[src/rtl/mac_accumulator.sv]
// rtl/mac_accumulator.sv - signed multiply-accumulate stage with saturating batch sum
// Products of LEN accepted A/B pairs are summed with clamping and offered downstream.

module multiplier #(
  parameter int N = 5
) (
  input  logic signed [N-1:0]   a_i,
  input  logic signed [N-1:0]   b_i,
  output logic signed [2*N-1:0] p_o
);
  logic signed [2*N-1:0] a_ext;

  assign a_ext = {{N{a_i[N-1]}}, a_i};

  // Shift-add rows of the array; the multiplier MSB carries negative weight.
  always_comb begin
    p_o = '0;
    for (int i = 0; i < N; i++) begin
      if (b_i[i]) begin
        if (i == N - 1) p_o = p_o - (a_ext << i);
        else            p_o = p_o + (a_ext << i);
      end
    end
  end
endmodule

module mac_accumulator #(
  parameter int N     = 5,
  parameter int LEN   = 8,
  parameter int ACC_W = 16
) (
  input  logic                    clk,
  input  logic                    rst,
  input  logic                    in_valid,
  output logic                    in_ready,
  input  logic signed [N-1:0]     A,
  input  logic signed [N-1:0]     B,
  output logic                    out_valid,
  input  logic                    out_ready,
  output logic signed [ACC_W-1:0] out_acc,
  output logic                    out_sat
);
  localparam int CNT_W = $clog2(LEN + 1);
  localparam logic [CNT_W-1:0] LAST = CNT_W'(LEN - 1);

  typedef enum logic [1:0] {S_ACC, S_DRAIN, S_DONE} state_t;

  state_t                    state_q, state_d;
  logic [CNT_W-1:0]          cnt_q, cnt_d;
  logic                      p_vld_q, p_vld_d;
  logic signed [2*N-1:0]     p_q, p_d;
  logic signed [ACC_W-1:0]   acc_q, acc_d;
  logic                      sat_q, sat_d;
  logic                      out_valid_q, out_valid_d;
  logic signed [ACC_W-1:0]   out_acc_q, out_acc_d;
  logic                      out_sat_q, out_sat_d;

  logic signed [2*N-1:0]     prod;
  logic                      accept, handshake;
  logic signed [ACC_W:0]     sum_w;
  logic                      clip_pos, clip_neg;
  logic signed [ACC_W-1:0]   sum_sat;

  multiplier #(.N(N)) u_mult (
    .a_i (A),
    .b_i (B),
    .p_o (prod)
  );

  assign accept    = in_valid & in_ready;
  assign handshake = out_valid_q & out_ready;

  // One guard bit exposes overflow; disagreeing top bits mean the sum left range.
  assign sum_w    = {acc_q[ACC_W-1], acc_q} + {{(ACC_W + 1 - 2*N){p_q[2*N-1]}}, p_q};
  assign clip_pos = ~sum_w[ACC_W] &  sum_w[ACC_W-1];
  assign clip_neg =  sum_w[ACC_W] & ~sum_w[ACC_W-1];
  assign sum_sat  = clip_pos ? {1'b0, {(ACC_W-1){1'b1}}} :
                    clip_neg ? {1'b1, {(ACC_W-1){1'b0}}} :
                    sum_w[ACC_W-1:0];

  always_ff @(posedge clk) begin
    if (rst) state_q <= S_ACC;
    else     state_q <= state_d;
  end

  always_comb begin
    state_d = state_q;
    case (state_q)
      S_ACC:   if (accept && cnt_q == LAST) state_d = S_DRAIN;
      S_DRAIN: state_d = S_DONE;
      S_DONE:  if (handshake) state_d = S_ACC;
      default: state_d = S_ACC;
    endcase
  end

  always_comb begin
    in_ready = (state_q == S_ACC);
  end

  always_comb begin
    cnt_d       = cnt_q;
    p_vld_d     = accept;
    p_d         = accept ? prod : p_q;
    acc_d       = acc_q;
    sat_d       = sat_q;
    out_valid_d = out_valid_q;
    out_acc_d   = out_acc_q;
    out_sat_d   = out_sat_q;
    if (accept) cnt_d = cnt_q + CNT_W'(1);
    if (p_vld_q) begin
      acc_d = sum_sat;
      if (clip_pos || clip_neg) sat_d = 1'b1;
    end
    // First DONE cycle: acc already holds the last product, so publish it.
    if (state_q == S_DONE && !out_valid_q) begin
      out_valid_d = 1'b1;
      out_acc_d   = acc_q;
      out_sat_d   = sat_q;
    end
    if (handshake) begin
      out_valid_d = 1'b0;
      acc_d       = '0;
      sat_d       = 1'b0;
      cnt_d       = '0;
    end
  end

  always_ff @(posedge clk) begin
    if (rst) begin
      cnt_q       <= '0;
      p_vld_q     <= 1'b0;
      p_q         <= '0;
      acc_q       <= '0;
      sat_q       <= 1'b0;
      out_valid_q <= 1'b0;
      out_acc_q   <= '0;
      out_sat_q   <= 1'b0;
    end else begin
      cnt_q       <= cnt_d;
      p_vld_q     <= p_vld_d;
      p_q         <= p_d;
      acc_q       <= acc_d;
      sat_q       <= sat_d;
      out_valid_q <= out_valid_d;
      out_acc_q   <= out_acc_d;
      out_sat_q   <= out_sat_d;
    end
  end

  assign out_valid = out_valid_q;
  assign out_acc   = out_acc_q;
  assign out_sat   = out_sat_q;
endmodule

[config.mk]
export PLATFORM = sky130hd
export DESIGN_NAME = mac_accumulator
export DESIGN_NICKNAME = d
export VERILOG_FILES = /design/src/rtl/mac_accumulator.sv
export SDC_FILE = /design/constraint.sdc
export NUM_CORES = 1
export LEC_CHECK = 0
export ABC_AREA = 1
export CAP_MARGIN = 25
export CORE_UTILIZATION = 50
export CTS_BUF_LIST = sky130_fd_sc_hd__clkbuf_4 sky130_fd_sc_hd__clkbuf_8
export CTS_CLUSTER_SIZE = 24
export DETAILED_ROUTE_END_ITERATION = 6
export MAX_ROUTING_LAYER = met4
export PLACE_DENSITY_LB_ADDON = 0.08
export SYNTH_ARGS = -nofsm -noshare
export SYNTH_HDL_FRONTEND = slang
export SYNTH_SLANG_ARGS = --single-unit
[constraint.sdc]
create_clock -name clk -period 4.7 [get_ports clk]
set_clock_uncertainty 0.2 [all_clocks]
set_input_delay 0.47 -clock clk [delete_from_list [all_inputs] [get_ports clk]]
set_output_delay 0.47 -clock clk [all_outputs]
set_load 0.02 [all_outputs]
* After elaboration in Yosys (flattened, before gate mapping)
Index checks and enable logic that the tools add are counted.
** Storage, ports and cells
- Bits of input ports :: 14
- Logic and storage cells :: 44
- Output and inout port bits :: 19
- Flip-flop bits (word level) :: 52
- RAM bits :: 0
- Latch bits :: 0
- Memories kept :: 0
- Bits in read-only memories :: 0
** Operators by class
- Bitwise logic cells :: 6
- Multiplexer cells :: 10
- Order comparisons :: 0
- Div/mod/pow operators :: 0
- $mul :: 0
- Reduce and logical (&&, ||, !) cells :: 8
- Equal/unequal tests :: 5
- Add/subtract/negate cells :: 6
- Shift operators :: 0
** Operator list (count)
- $mux W10 :: 5
- $mux W16 :: 2
- $add A16 B10 Y17 :: 1
- $add A10 B6 Y10 :: 1
- $add A10 B7 Y10 :: 1
- $add A10 B8 Y10 :: 1
- $sub A10 B9 Y10 :: 1
- $pmux W2 S3 :: 1
- $add A4 B1 Y4 const B :: 1
- $and A1 B1 Y1 :: 4
- $eq A4 B3 Y1 const B :: 1
- $mux W2 :: 2
- $reduce_and A2 Y1 :: 2
- $eq A2 B1 Y1 const B :: 1
- $eq A2 B2 Y1 const B :: 1
- $logic_and A1 B1 Y1 :: 2
- $logic_not A2 Y1 :: 1
- $ne A2 B1 Y1 const B :: 1
- $ne A2 B2 Y1 const B :: 1
- $not A1 Y1 :: 2
- $reduce_or A2 Y1 :: 1
- $logic_not A1 Y1 :: 1
- $logic_or A1 B1 Y1 :: 1

* Depth between registers and ports, before layout
Gate-level depths: netlist (run 1).
- Word-level depth :: 9
- Gate-level depth with buffers :: 42
- Mapped depth without buffers :: 42

* Hierarchy
Synthesis (run 1) repeated with hierarchy kept, for this count alone.
** Unflattened totals
- Cell total of the unflattened synthesis :: 699
- Area total of the unflattened synthesis :: 4455.5 µm²
** By module, submodules not included
- mac_accumulator :: cells each 430, area each 2962.8 µm², seq. area each 1041.0 µm², instances 1
- multiplier :: cells each 269, area each 1492.7 µm², seq. area each 0.0 µm², instances 1

* Worst setup path after synthesis (run 1)
No wires, ideal clock.
- Kind :: input-to-reg
- Start point :: input A[1]
- End point :: register p_q[9]
- Cell stages on the path :: 33
- Library setup time :: 109 ps
- Arrival :: 4766 ps
- Path buffers :: 0
- Data required time :: 4391 ps
- Path slack :: -375 ps
- Cell sequence :: nand2_1 inv_1 ha_1 fa_1 inv_1 nor2_1 inv_2 o21ai_0 ha_1 o21ai_0 inv_1 ha_1 inv_1 nand2_1 nand3_1 o21ai_1 inv_1 ha_1 a21o_1 a31o_2 or2_2 nand3_1 nand2_1 ha_1 a21oi_1 o211ai_1 or2_2 nand3_1 inv_1 nand2_1 nand3_1 nand2_1 inv_1
** On the way
- Word-level cells in the longest chain between the ends :: 9
** Ends and longest elaborated chain
- from (decl) :: RTL line 36 : input logic signed [N-1:0] A,
- $mux W10 :: RTL line 19 : if (b_i[i]) begin
- $add A10 B6 Y10 :: RTL line 21 : else p_o = p_o + (a_ext << i);
- $mux W10 :: RTL line 19
- $add A10 B7 Y10 :: RTL line 21
- $mux W10 :: RTL line 19
- $add A10 B8 Y10 :: RTL line 21
- $mux W10 :: RTL line 19
- $sub A10 B9 Y10 :: RTL line 20 : if (i == N - 1) p_o = p_o - (a_ext << i);
- $mux W10 (*) :: RTL line 19
- to (signal assigned) :: RTL line 141 : p_q <= p_d;
- to (decl) :: RTL line 51 : logic signed [2*N-1:0] p_q, p_d;
Every way passes the cells marked *; elsewhere a longest branch is shown, timed or not.
A chain may end at the register's enable or synchronous reset.

* Worst setup path after layout (run 1)
- Start point :: input A[4]
- End point :: register p_q[9]
Same word-level chain as after synthesis.

==> results of run 1 <==
-- routing by layer --
metal | global-route usage [%] | part of all wire, % | routed length, um
met3 | 3.015 | 4.4 | 480
met1 | 34.76 | 46 | 4963
met5 | - | 0 | 0
met2 | 49.62 | 48 | 5238
met4 | 6.614 | 1.6 | 169
-- per-stage QoR --
stage,hold WS (ps),instance area (sq um),TNS [ps]
floorplan,211.2,4095,-6.460
global placement,228.0,4967,-3174
detailed placement,235.5,4967,-3631
CTS,250.4,5275,-29.46
global route,230.8,5405,-1010
finish,227.9,5405,-92.73
-- where the power goes --
part           leakage, nW  switching (mW)  total (mW)  internal (mW)
Sequential           0.425          0.0214       0.487          0.465
Clock               0.0516           0.156       0.277          0.121
Combinational         2.16           0.348       0.674          0.326
-- worst max-delay path: cells and delay by family --
kind,cells,cell delay (ps)
AO/OA/AOI/OAI,7,980
adder cells (fa/ha/maj),5,1390
buffers and inverters,9,850
AND/OR/NAND/NOR,11,1110
-- sequential cells by signal (all words and copies together), names as in the netlist --
| signal | count |
|---|---|
| out_acc | 16 |
| out_sat | 1 |
| p_q | 10 |
| p_vld_q | 1 |
| acc_q | 16 |
| out_valid | 1 |
| state_q | 2 |
| sat_q | 1 |
| cnt_q | 4 |
-- worst min-delay path by stage --
stage	slack, ps	start	to
3_3_place_gp	230	cnt_q[3]$_SDFFE_PP0P_	state_q[0]$_SDFFE_PP0P_
2_1_floorplan	210	cnt_q[3]$_SDFFE_PP0P_	state_q[0]$_SDFFE_PP0P_
3_5_place_dp	240	out_acc[2]$_SDFFE_PP0P_	out_acc[2]$_SDFFE_PP0P_
6_report	230	B[0]	p_q[0]$_SDFFE_PP0P_
4_1_cts	250	out_acc[2]$_SDFFE_PP0P_	out_acc[2]$_SDFFE_PP0P_
5_1_grt	230	B[0]	p_q[0]$_SDFFE_PP0P_
-- cells by family (layout without fill, tap and decap cells) --
| kind of cell | count (synthesis) | count (layout) | share of synthesized area [%] |
|---|---|---|---|
| compound gates | 154 | 154 | 20.75 |
| simple gates | 231 | 231 | 25.04 |
| flops | 52 | 52 | 26.27 |
| buf+inv | 113 | 226 | 10.70 |
| xor+xnor | 8 | 8 | 1.768 |
| fa+ha+maj | 46 | 46 | 15.47 |
-- layout by cell type, fill, tap and decap left out, types with 2 or more instances in the layout --
cell and count:
a21boi_0 2, a21oi_1 71, a21oi_2 4, buf_4 85
buf_6 2, clkbuf_8 6, clkdlybuf4s50_1 26, clkinv_1 2
dfxtp_1 52, dlygate4sd2_1 2, fa_1 2, fa_2 3
ha_1 28, ha_2 2, ha_4 11, inv_1 85
inv_2 12, nand2_1 116, nand2_2 11, nand3_1 35
nand3_2 5, nand3b_1 5, nand4_1 8, nor2_1 32
nor3_1 6, nor4_1 2, o21a_1 2, o21ai_0 55
o21ai_1 5, o21ai_2 5, or2_2 3, or2_4 2
xnor2_1 4, xor2_1 4
-- repair_timing --
action                                 4_1_cts  5_1_grt
resized for setup                           35       29
setup endpoints to repair                    5        4
pin swaps                                   23       28
endpoints found under the hold margin        0        0
setup buffers                               21        5
-- layout make-up --
| cell class | instances | share of cell area (%) |
|---|---|---|
| multi-input combinational | 439 | 51.60 |
| sequential | 52 | 19.26 |
| clock inverter | 2 | 0.2546 |
| tap | 102 | 2.361 |
| inverter | 100 | 6.991 |
| timing repair buffer | 118 | 18.01 |
| clock buffer | 6 | 1.528 |
==> metrics.md, run 1 <==
| Metric | Value |
|---|---|
| Antenna viol nets, final | `0` |
| # port buffers | `32` |
| Via count | `4340` |
| Final Cycle Share | `102.0%` |
| Worst EP arrival | `roughly 4800 ps` |
| Worst-Margin Slew | `714.3 ps` |
| Core Area | `7687 sq um` |
| Hold path depth | `3` |
| Height of the die | `91.03 um` |
| GRT Resource Usage Total | `28.25%` |
| Cells after Synth | `between 600 and 700` |
| FF-to-FF path depth | `12` |
| Fmax | `208.6 MHz` |
| Clk buf depth | `2` |
| H-tree levels | `2` |
| Ant. Diodes | `0` |
| Setup-failing EPs final | `1` |
| Fraction of layout cells with a size suffix above 1 | `22.87%` |
| Final WL | `10850 um` |
| Final worst slack | `-92.73 ps` |
| Launch point of the worst reg-to-reg path | `p_q[9]$_SDFFE_PP0P_` |
| Critical Path Start Type | `input pin` |
| Status | `complete, but fails checks` |
| Max FO, Critical Path | `6` |
| Commonest cells in the netlist | `127 x nand2_1, 95 x inv_1, 75 x a21oi_1` |
| Avg Vias per Cell | `5.299` |
| Mapped cell area | `3963 sq um` |
| CTS tree | `done` |
| Sink Count | `52` |
| GRT Residual Overflow | `0` |
| Initial antenna violation count | `0` |
| Crit-path most repeated cell | `ha_4` |
| Most used flip-flop cell after synthesis | `dfxtp_1` |
| Final GP Congestion | `0.9149` |
| Crit Path Class | `in2reg` |
| LEAKAGE | `between 2 and 3 nW` |
| Worst setup path start | `A[4]` |
| Finished Layout Cells | `819` |
| First-pass GRT wire length | `18860 um` |
| Die area | `8286 sq um` |
| Power Density | `around 270 nW/um^2` |
| Final min period | `4793 ps` |
| Estimated wirelength of the detail-placed design | `8170 um` |
| Most numerous cell in the Yosys netlist | `nand2_1` |
| R2R Setup Slk | `~1500 ps` |
| Area Growth Syn to Fin | `36.41%` |
| Initial core utilization | `51.55%` |
| Worst r2r dst | `acc_q[0]$_SDFFE_PP0P_` |
| Multi-input gate area | `2789 sq um` |
| Syn_area_per_cell | `~6.6 sq um` |
| CTS Buf Count | `5` |
| 1st-iter DRT viols | `198` |
| Final net count | `776` |
| Max stage delay on crit path | `~310 ps` |
| Crit path required time | `approximately 4700 ps` |
| Die width | `91.03 um` |
| Synthesis warning total | `0` |
| Place WS | `-925.6 ps` |
| Post-placement cell count | `788` |
| Largest net degree at the start of global routing | `36` |
| Critical Path End | `p_q[9]$_SDFFE_PP0P_` |
| Synth Register Bits | `52` |
| # hold bufs at CTS | `0` |
| First-pass detailed-route iteration total | `5` |
| Unrepaired setup endpoints after global routing | `yes` |
| Vias in the first global route | `4162` |
| Max VDD drop | `approximately 0.17 mV` |
| CP max stage cell | `ha_4` |
| Failing checks | `setup timing` |
| Number of max-cap violations | `0` |
| Clk_lat worst skew | `between 300 and 400 ps` |
| Reg area | `1041 sq um` |
| Hold Fails Final Rpt | `0` |
| Yosys top cell by area | `dfxtp_1` |
| Sequential fraction of the synthesis area | `26.27%` |
| Worst hold path class | `in2reg` |
| Total power | `around 1.4 mW` |
| Synth top area cells | `dfxtp_1 26%, ha_1 13%, nand2_1 12%, a21oi_1 9.5%, inv_1 9.0%` |
| Fillers | `roughly 650` |
| CP Capture Type | `register` |
| DRC viols | `0` |
| Post-synth EDFFs | `0` |
| # rows | `32` |
| Max Transition Viols Final | `0` |
| Synth top area share | `26.27%` |
| Clk slew on worst S/H paths | `100 ps` |
| Drt wl/cell | `13.25 um` |
| FFs w/ async S/R, synth | `0%` |
| Final Util | `about 70%` |
| Slew HR | `52.26%` |
| Synth cell types | `36` |
| Syn Nets | `664` |
| # IOs | `33` |
| CTS root buffer | `clkbuf_8` |
(Power assumes the default switching activity.)
==> run 2, diff against run 1 <==
--- a/config.mk
+++ b/config.mk
@@ -10,5 +10,5 @@
 export CORE_UTILIZATION = 50
 export CTS_BUF_LIST = sky130_fd_sc_hd__clkbuf_4 sky130_fd_sc_hd__clkbuf_8
-export CTS_CLUSTER_SIZE = 24
+export CTS_CLUSTER_SIZE = 12
 export DETAILED_ROUTE_END_ITERATION = 6
 export MAX_ROUTING_LAYER = met4
@@ -16,3 +16,4 @@
 export SYNTH_ARGS = -nofsm -noshare
 export SYNTH_HDL_FRONTEND = slang
+export SYNTH_HIERARCHICAL = 1
 export SYNTH_SLANG_ARGS = --single-unit
==> constraint.sdc (replaced) <==
create_clock -name clk -period 4.7 [get_ports clk]
set_clock_uncertainty 0.2 [all_clocks]
set_input_delay 0.94 -clock clk [delete_from_list [all_inputs] [get_ports clk]]
set_output_delay 0.94 -clock clk [all_outputs]
set_load 0.02 [all_outputs]
==> metrics.md, run 2 <==
| Metric | Value |
|---|---|
| Status | `complete, but fails checks` |
| Failing checks | `DRC, setup timing` |
| Launch point of the worst reg-to-reg path | `acc_q[0]$_SDFFE_PP0P_` |
| Most numerous cell in the Yosys netlist | `nand2_1` |
| Cells after Synth | `699 (+16%)` |
| # port buffers | `32 (unchanged)` |
| CTS Buf Count | `5 (unchanged)` |
| Clk slew on worst S/H paths | `100 ps (about the same)` |
| Slew HR | `43.14% (-9.1 points)` |
| Worst-Margin Slew | `849.7 ps (+135.4 ps)` |
| Area Growth Syn to Fin | `36.23%` |
| Mapped cell area | `4456 sq um (+12%)` |
| Antenna viol nets, final | `0 (unchanged)` |
| Max FO, Critical Path | `5 (-1)` |
| # IOs | `33 (unchanged)` |
| CTS tree | `done` |
| Crit path required time | `4710 ps (about the same)` |
| Post-placement cell count | `891 (+13%)` |
| GRT Resource Usage Total | `28.56% (+0.31 points)` |
| Critical Path Start Type | `input pin` |
| CP max stage cell | `fa_2` |
| Max stage delay on crit path | `330 ps (+20 ps)` |
| Sink Count | `52 (unchanged)` |
| Largest net degree at the start of global routing | `36 (unchanged)` |
| Final Cycle Share | `113.5% (+11 points)` |
| Core Area | `8678 sq um (+13%)` |
| First-pass detailed-route iteration total | `7 (+2)` |
| Post-synth EDFFs | `0 (unchanged)` |
| Avg Vias per Cell | `5.234 (-1.2%)` |
| Sequential fraction of the synthesis area | `23.36% (-2.9 points)` |
| Drt wl/cell | `14.02 um (+5.8%)` |
| Synth top area share | `23.36% (-2.9 points)` |
| Most common cell after layout, fill and taps aside | `nand2_1` |
| Synth top area cells | `dfxtp_1 23%, nand2_1 15%, ha_1 12%, inv_1 9.5%, a21oi_1 6.2%` |
| CTS root buffer | `clkbuf_8` |
| Final net count | `873 (+13%)` |
| Clk buf depth | `2 (unchanged)` |
| Hold Path End | `out_acc[10]$_SDFFE_PP0P_` |
| Syn Nets | `759 (+14%)` |
| Fraction of layout cells with a size suffix above 1 | `28.99% (+6.1 points)` |
| Hold path depth | `2 (-1)` |
| Final Util | `69.94% (-0.37 points)` |
| Ant. Diodes | `0 (unchanged)` |
| Max Transition Viols Final | `0 (unchanged)` |
| # hold bufs at CTS | `0 (unchanged)` |
| CP Capture Type | `register` |
| Fmax | `187.5 MHz (-10%)` |
| Hold Fails Final Rpt | `0 (unchanged)` |
| Finished Layout Cells | `922 (+13%)` |
| Setup_tns | `-1506 ps (-1413 ps)` |
| LEAKAGE | `3.015 nW (+14%)` |
| 1st-iter DRT viols | `277 (+40%)` |
| Vias in the first global route | `4384 (+5.3%)` |
| Commonest cells in the netlist | `176 x nand2_1, 113 x inv_1, 55 x a21oi_1` |
| GRT Residual Overflow | `0 (unchanged)` |
| Synth Register Bits | `52 (unchanged)` |
| Final worst slack | `-632.4 ps (-539.6 ps)` |
| Initial antenna violation count | `0 (unchanged)` |
| Most used flip-flop cell after synthesis | `dfxtp_1` |
| Setup-failing EPs final | `5 (+4)` |
| R2R Setup Slk | `1260 ps (-240 ps)` |
| Initial core utilization | `51.34% (-0.21 points)` |
| Clk_lat worst skew | `310 ps (about the same)` |
| # rows | `34 (+6.3%)` |
| Via count | `4826 (+11%)` |
| Synthesis warning total | `6 (+6)` |
| Worst r2r dst | `acc_q[1]$_SDFFE_PP0P_` |
| Commonest cells after routing, fill and taps aside | `154 x nand2_1, 99 x inv_1, 84 x buf_4, 52 x dfxtp_1, 51 x o21ai_0` |
| FF-to-FF path depth | `17 (+5)` |
| Crit-path most repeated cell | `nand2_1` |
| Final GP Congestion | `0.9214 (+0.71%)` |
| Power Density | `264.4 nW/um^2 (-0.60%)` |
| DRC viols | `1 (+1)` |
| FFs w/ async S/R, synth | `0% (unchanged)` |
| Fillers | `755 (+16%)` |
| H-tree levels | `2 (unchanged)` |
| Unrepaired setup endpoints after global routing | `yes` |
| Final min period | `5332 ps (+539.6 ps)` |
| Place WS | `-1634 ps (-708.1 ps)` |
| Die area | `9293 sq um (+12%)` |
| Height of the die | `96.40 um (+5.9%)` |
| Number of max-cap violations | `0 (unchanged)` |
| Die width | `96.40 um (+5.9%)` |
| Final WL | `12930 um (+19%)` |
| Estimated wirelength of the detail-placed design | `9673 um (+18%)` |
| First-pass GRT wire length | `20200 um (+7.1%)` |
| Hold WS | `251.0 ps (+23.15 ps)` |
| Syn_area_per_cell | `6.374 sq um (-2.8%)` |
| Worst hold path class | `reg2reg` |
| Max VDD drop | `0.1537 mV (-9.7%)` |
| Hold Startpoint | `out_acc[10]$_SDFFE_PP0P_` |
| Synth cell types | `42 (+17%)` |
| Worst EP arrival | `5340 ps (+530 ps)` |
| Yosys top cell by area | `dfxtp_1` |
| Crit Path Class | `in2reg` |
-- run 2: changes by cell type in the layout (fill, tap and decap cells not counted), moves of 6 or more --
cell     change
nand3_2      +6
inv_1       +14
inv_2        +7
nor2_2       +9
nand3_1      +9
nand2_2     +20
nor3_2       +6
nand2_1     +38
a21oi_1     -21
nor3_1       -6
nor2_1      +11
-- run 2: metal layers --
layer	global-route usage (%)	part of all wire, %	vias to the layer above
li1	-	-	2465
met5	-	0	-
met3	3.365	5.3	18
met1	40.79	49	2203
met4	4.289	1.1	0
met2	44.15	45	140
-- run 2: cell type report --
class | instances | area [sq um] | share of cell area (%)
tap | 108 | 135.1 | 2.226
clock buffer | 5 | 68.82 | 1.134
inverter | 122 | 465.4 | 7.669
timing repair buffer | 122 | 1018 | 16.78
sequential | 52 | 1041 | 17.15
multi-input combinational | 510 | 3318 | 54.67
clock inverter | 3 | 22.52 | 0.3711
-- run 2: repair_timing --
item	in CTS	in global routing
resized for setup	46	52
setup buffers	11	13
pin swaps	35	59
endpoints found under the setup margin	6	6
-- run 2: worst max path at each step --
stage	depth (start not counted)	start	slack [ps]	endpoint
global placement	41	A[1]	-1420	p_q[9]$_SDFFE_PP0P_
global route	38	A[1]	-1020	p_q[9]$_SDFFE_PP0P_
floorplan	37	B[0]	-580	p_q[9]$_SDFFE_PP0P_
CTS	36	A[1]	-590	p_q[9]$_SDFFE_PP0P_
finish	38	A[1]	-630	p_q[9]$_SDFFE_PP0P_
detailed placement	41	A[1]	-1630	p_q[9]$_SDFFE_PP0P_
-- run 2: worst max-delay path, delay by kind of cell --
| kind | cells | cell delay, ps |
|---|---|---|
| AO/OA/AOI/OAI | 2 | 330 |
| adder cells (fa/ha/maj) | 6 | 1480 |
| buffers and inverters | 9 | 690 |
| AND/OR/NAND/NOR | 20 | 1740 |
| XOR/XNOR | 1 | 140 |
-- run 2: metrics by stage --
step	power [mW]	cell area, sq um
final	1.605	6070
after global routing	1.718	6070
after CTS	1.493	5756
after detailed placement	1.190	5514
after global placement	1.173	5514
after floorplan	0.9582	4641
-- run 2: where the power goes --
part / leakage, nW / switching, mW / total [mW] / internal [mW]
registers: 0.425 / 0.0248 / 0.490 / 0.465
logic: 2.54 / 0.449 / 0.852 / 0.404
clock network: 0.0485 / 0.156 / 0.263 / 0.107
total: 3.02 / 0.629 / 1.60 / 0.976
-- run 2: logic make-up (layout without fill, tap and decap cells) --
kind of cell / after synthesis / in the layout / share of synthesized area [%]
flip-flops: 52 / 52 / 23.36
AND/OR/NAND/NOR: 330 / 330 / 33.78
buffers and inverters: 137 / 252 / 12.13
XOR/XNOR: 10 / 10 / 1.966
AO/OA/AOI/OAI: 124 / 124 / 15.00
adder cells (fa/ha/maj): 46 / 46 / 13.76
